--- src/rtl/debouncer.sv ---
// -----------------------------------------------------------------------------
// debouncer
//   Two-channel button/switch debouncer. Each channel waits for STABLE_CYCLES
//   consecutive filter samples that differ from the current output level
//   before it moves its output to the new level. Any sample that matches the
//   output during that wait cancels the change.
//
//   Optional build macro:
//     DEBOUNCER_SYNC_EN  when defined, a two-flop synchronizer sits in front of
//                        each channel's filter and adds 2 cycles of latency.
//                        Leave it undefined only when entrada is already
//                        synchronous to clk.
//
//   Parameters:
//     STABLE_CYCLES  differing samples needed to change an output (2..65535)
//
//   Ports:
//     clk      clock; all state changes on its rising edge
//     rst      synchronous, active-high reset
//     entrada  [1:0] raw, bouncing input levels, one channel per bit
//     saida    [1:0] debounced, registered levels
//     ocupado  [1:0] high while the channel is qualifying a change
// -----------------------------------------------------------------------------

module debouncer_lane #(
   parameter int STABLE_CYCLES = 4,
   parameter int CW            = $clog2(STABLE_CYCLES)
) (
   input  logic clk,
   input  logic rst,
   input  logic entrada,
   output logic saida,
   output logic ocupado
);

   typedef enum logic {STABLE = 1'b0, COUNTING = 1'b1} state_t;

   localparam logic [CW-1:0] LAST = CW'(STABLE_CYCLES - 1);

   state_t        state, state_nx;
   logic [CW-1:0] cnt, cnt_nx;
   logic          level, level_nx;
   logic          s;

`ifdef DEBOUNCER_SYNC_EN
   logic [1:0] sync;

   always_ff @(posedge clk) begin
      if (rst) sync <= 2'b00;
      else     sync <= {sync[0], entrada};
   end

   assign s = sync[1];
`else
   assign s = entrada;
`endif

   always_ff @(posedge clk) begin
      if (rst) begin
         state <= STABLE;
         cnt   <= '0;
         level <= 1'b0;
      end else begin
         state <= state_nx;
         cnt   <= cnt_nx;
         level <= level_nx;
      end
   end

   always_comb begin
      state_nx = state;
      cnt_nx   = cnt;
      level_nx = level;
      case (state)
         STABLE: begin
            if (s != level) begin
               state_nx = COUNTING;
               cnt_nx   = CW'(1);
            end else begin
               cnt_nx   = '0;
            end
         end
         COUNTING: begin
            if (s == level) begin
               // bounced back before qualifying: drop the attempt
               state_nx = STABLE;
               cnt_nx   = '0;
            end else if (cnt == LAST) begin
               // this sample is the STABLE_CYCLES-th differing one
               state_nx = STABLE;
               cnt_nx   = '0;
               level_nx = s;
            end else begin
               cnt_nx   = cnt + CW'(1);
            end
         end
         default: begin
            state_nx = STABLE;
            cnt_nx   = '0;
         end
      endcase
   end

   // Both outputs come straight from flops; no path from entrada.
   assign saida   = level;
   assign ocupado = (state == COUNTING);

endmodule

module debouncer #(
   parameter int STABLE_CYCLES = 4
) (
   input  logic       clk,
   input  logic       rst,
   input  logic [1:0] entrada,
   output logic [1:0] saida,
   output logic [1:0] ocupado
);

   localparam int NUM_CH = 2;

   for (genvar i = 0; i < NUM_CH; i++) begin : gen_lane
      debouncer_lane #(
         .STABLE_CYCLES (STABLE_CYCLES)
      ) u_lane (
         .clk     (clk),
         .rst     (rst),
         .entrada (entrada[i]),
         .saida   (saida[i]),
         .ocupado (ocupado[i])
      );
   end

endmodule

--- config.mk ---
export PLATFORM = sky130hd
export DESIGN_NAME = debouncer
export DESIGN_NICKNAME = d
export VERILOG_FILES = /design/src/rtl/debouncer.sv
export SDC_FILE = /design/constraint.sdc
export NUM_CORES = 1
export LEC_CHECK = 0
export BUFFER_PORTS_ARGS = -buffer_cell sky130_fd_sc_hd__buf_2
export CAP_MARGIN = 20
export CELL_PAD_IN_SITES_DETAIL_PLACEMENT = 0
export CELL_PAD_IN_SITES_GLOBAL_PLACEMENT = 1
export CORE_AREA = 5 5 42 44
export CTS_CLUSTER_SIZE = 24
export DETAILED_ROUTE_END_ITERATION = 10
export DIE_AREA = 0 0 47 49
export GPL_TIMING_DRIVEN = 0
export PLACE_DENSITY_LB_ADDON = 0.1
export SLEW_MARGIN = 20
export SYNTH_ARGS = -nofsm -noshare
export SYNTH_HDL_FRONTEND = slang
export SYNTH_SLANG_ARGS = --single-unit
--- constraint.sdc ---
create_clock -name clk -period 1.2 [get_ports clk]
set_clock_uncertainty 0.15 [all_clocks]
set_input_delay 0 -clock clk [delete_from_list [all_inputs] [get_ports clk]]
set_output_delay 0 -clock clk [all_outputs]
set_load 0.02 [all_outputs]
==> results.yml <==
grt:
  grt_util_all_layers_pct: 6.35
  grt_pass1_vias: 274
  grt-ovfl-total: 0
  grt_max_degree: 9
  grt_pass1_wl_um: 1040
  grt_antenna_before_repair: 0
worst_hold_path:
  min_delay_path_depth: 2
  hold_path.class: "flip-flop to flip-flop"
  hold_end: "gen_lane[0].u_lane.cnt[1]"
  worstHoldStart: "gen_lane[0].u_lane.ocupado"
logic_synthesis:
  avgSynthCellArea_um2: 10.6
  syn_inst: 33
  synthTopCellsByArea: "dfxtp_1 (46%), buf_4 (8.6%), ha_1 (7.1%)"
  synth_seq_cells: 8
  synth_nets: 39
  yosysTopAreaCell: "dfxtp_1"
  synthDominantCellAreaShare_pct: 45.7
  yosysWarningCount: 0
  yosysSeqAreaShare_pct: 45.7
  synth_area_um2: 350
  ys_types: 13
clocking:
  cts_tree: "built"
  clk_pin_slew_ns: 0.06
  clockRootBuffer: "clkbuf_4"
  htree_levels: 1
  clock_sinks: 8
  cts_setup_buffers: 0
  numCtsBuffers: 3
  clock_latency_ns: 0.25
  cts_buffer_depth: 2
die:
  num_io_pins: 8
  core_area_um2: 1400
  dieHeight_um: 49
  initial_core_util_pct: 25.0
  die_area_um2: 2300
  num_rows: 14
  die_w_um: 47
worst_setup_path:
  critical_path_arrival_ns: 1.17
  crit_start: "gen_lane[0].u_lane.cnt[0]"
  crit_family: "compound AO/OA/AOI/OAI gates"
  cp_slowest_cell: "dfxtp_1"
  max_stage_delay_ns: 0.31
  crit_type: "flip-flop to flip-flop"
  worstReg2RegEnd: "gen_lane[0].u_lane.saida"
  reg2reg_slack_ns: 0.06
  worstSetupEndpointType: "flip-flop"
  path_buf_inv: 0
  critPathMaxFanout: 5
  reg2reg_depth: 3
  r2r-start: "gen_lane[0].u_lane.cnt[0]"
  startpoint_type: "flip-flop"
  path_cells: "ha_1 > a21bo_2 > a21oi_1"
  cp.required_ns: 1.23
power:
  power.leakage_nw: 0.193
  p_per_area_nw_per_um2: 1180
  vdd_ir_drop_max_mv: 0.450
  p_total_w: 0.000535
detailed_routing:
  firstDrtPassIters: 2
  ant_nets: 0
  num_vias: 270
  vias_per_cell: 4.43
  wirelength_um: 656
  post_drt_wl_per_cell_um: 10.8
  drcViolationCount: 0
  drt_iter0_drc: 1
timing:
  layout_worst_path_cycle_share_pct: 95.1
  fmax_mhz: 877
  slew_headroom_pct: 79.2
  hold_viol: 0
  maxSlewViolCount: 0
  finalSetupViolCount: 0
  min_period_ns: 1.14
  hold-worst-slack_ns: 0.363
  setup_tns_ns: 0
  worst_pin_slew_ns: 0.309
  rsz0062_at_grt: "false"
cells_and_area:
  area_growth_syn_to_layout_pct: 29.3
  final_core_util_pct: 32.3
  fillers: 156
  diodes: 0
  nets: 53
  drive_above_1_share_pct: 40.0
placed_design:
  numPortBuffers: 6
  hpwl_um: 497
  place_congestion: 0.649
flow_run:
  maxCapViolCount: 0
status:
  status: "completed"
## cell families after synthesis
kind of cell               Yosys count  synth area share, %
adders and majority gates            2                 7.14
buffers and inverters                5                 10.0
and+or+nand+nor                      8                 15.0
AOI/OAI and AO/OA                    8                 17.1
DFF                                  8                 45.7
xor gates and xnor gates             2                 5.00
## power by group
group | switching [W] | internal (W)
Combinational | 0.0000224 | 0.0000248
Clock | 0.0000903 | 0.000114
Sequential | 0.00000829 | 0.000274
## repair_timing
item / 4_1_cts / 5_1_grt
endpoints found under the hold margin: 8 / 0
endpoints found under the setup margin: 0 / 0
hold buffers: 3 / 0
resized for setup: 0 / 0
## cell type report
cell class	count	area [um^2]	area share [%]
sequential	8	160	35.4
clock buffer	3	22.5	4.97
tap	16	20.0	4.42
buffer	5	35.0	7.73
multi-input combinational	20	155	34.3
timing repair buffer	9	60.1	13.3
## worst max-delay path by stage
stage,cells after the start,slack [ns],end
2_1_floorplan,3,0.12,gen_lane[0].u_lane.saida
5_1_grt,3,0.004,gen_lane[0].u_lane.saida
4_1_cts,2,0.05,ocupado[1]
3_5_place_dp,3,0.07,gen_lane[0].u_lane.saida
3_3_place_gp,3,0.09,gen_lane[0].u_lane.saida
6_report,3,0.06,gen_lane[0].u_lane.saida
## worst min-delay path: cells and delay by family (launching register included)
| family | cells | cell delay, ns |
|---|---|---|
| flops | 1 | 0.35 |
| simple gates | 2 | 0.13 |
## synth_stat cells
master    n
nor3_1    2
dfxtp_1   8
nor4_2    2
xnor2_1   2
a211oi_1  2
a21bo_2   2
buf_4     4
clkbuf_2  1
o21a_1    2
a21oi_1   2
ha_1      2
nand3_1   2
nand2_1   2
## cells in the final DEF (no fill, tap or decap)
| cell | instances |
|---|---|
| a21bo_2 | 2 |
| a211oi_1 | 2 |
| clkbuf_4 | 3 |
| xnor2_1 | 2 |
| nor3_1 | 2 |
| nand3_1 | 2 |
| buf_4 | 4 |
| ha_1 | 2 |
| clkbuf_2 | 1 |
| dlygate4sd3_1 | 3 |
| dfxtp_1 | 8 |
| o21a_1 | 2 |
| buf_2 | 6 |
| nand2_1 | 2 |
| a21oi_1 | 2 |
| nor4_2 | 2 |
## through the flow
stage / worst slack [ns] / cell area (um^2) / instances
floorplan: 0.124 / 350 / 33
global route: 0.00408 / 453 / 61
finish: 0.0594 / 453 / 61
detailed placement: 0.0724 / 400 / 55
global placement: 0.0877 / 400 / 55
CTS: 0.0476 / 453 / 61
## registers in the layout, indices dropped and copies added, names as in the netlist
signal                   count
gen_lane.u_lane.saida        2
gen_lane.u_lane.cnt          4
gen_lane.u_lane.ocupado      2
## metal layers
layer	vias up	wire, um	global-route usage, %
met5	-	0	0
met4	0	4	5.53
met3	2	49	2.21
met2	6	347	10.6
met1	123	254	5.52
li1	139	-	-
No activity file was read; power rests on OpenSTA's default activity.
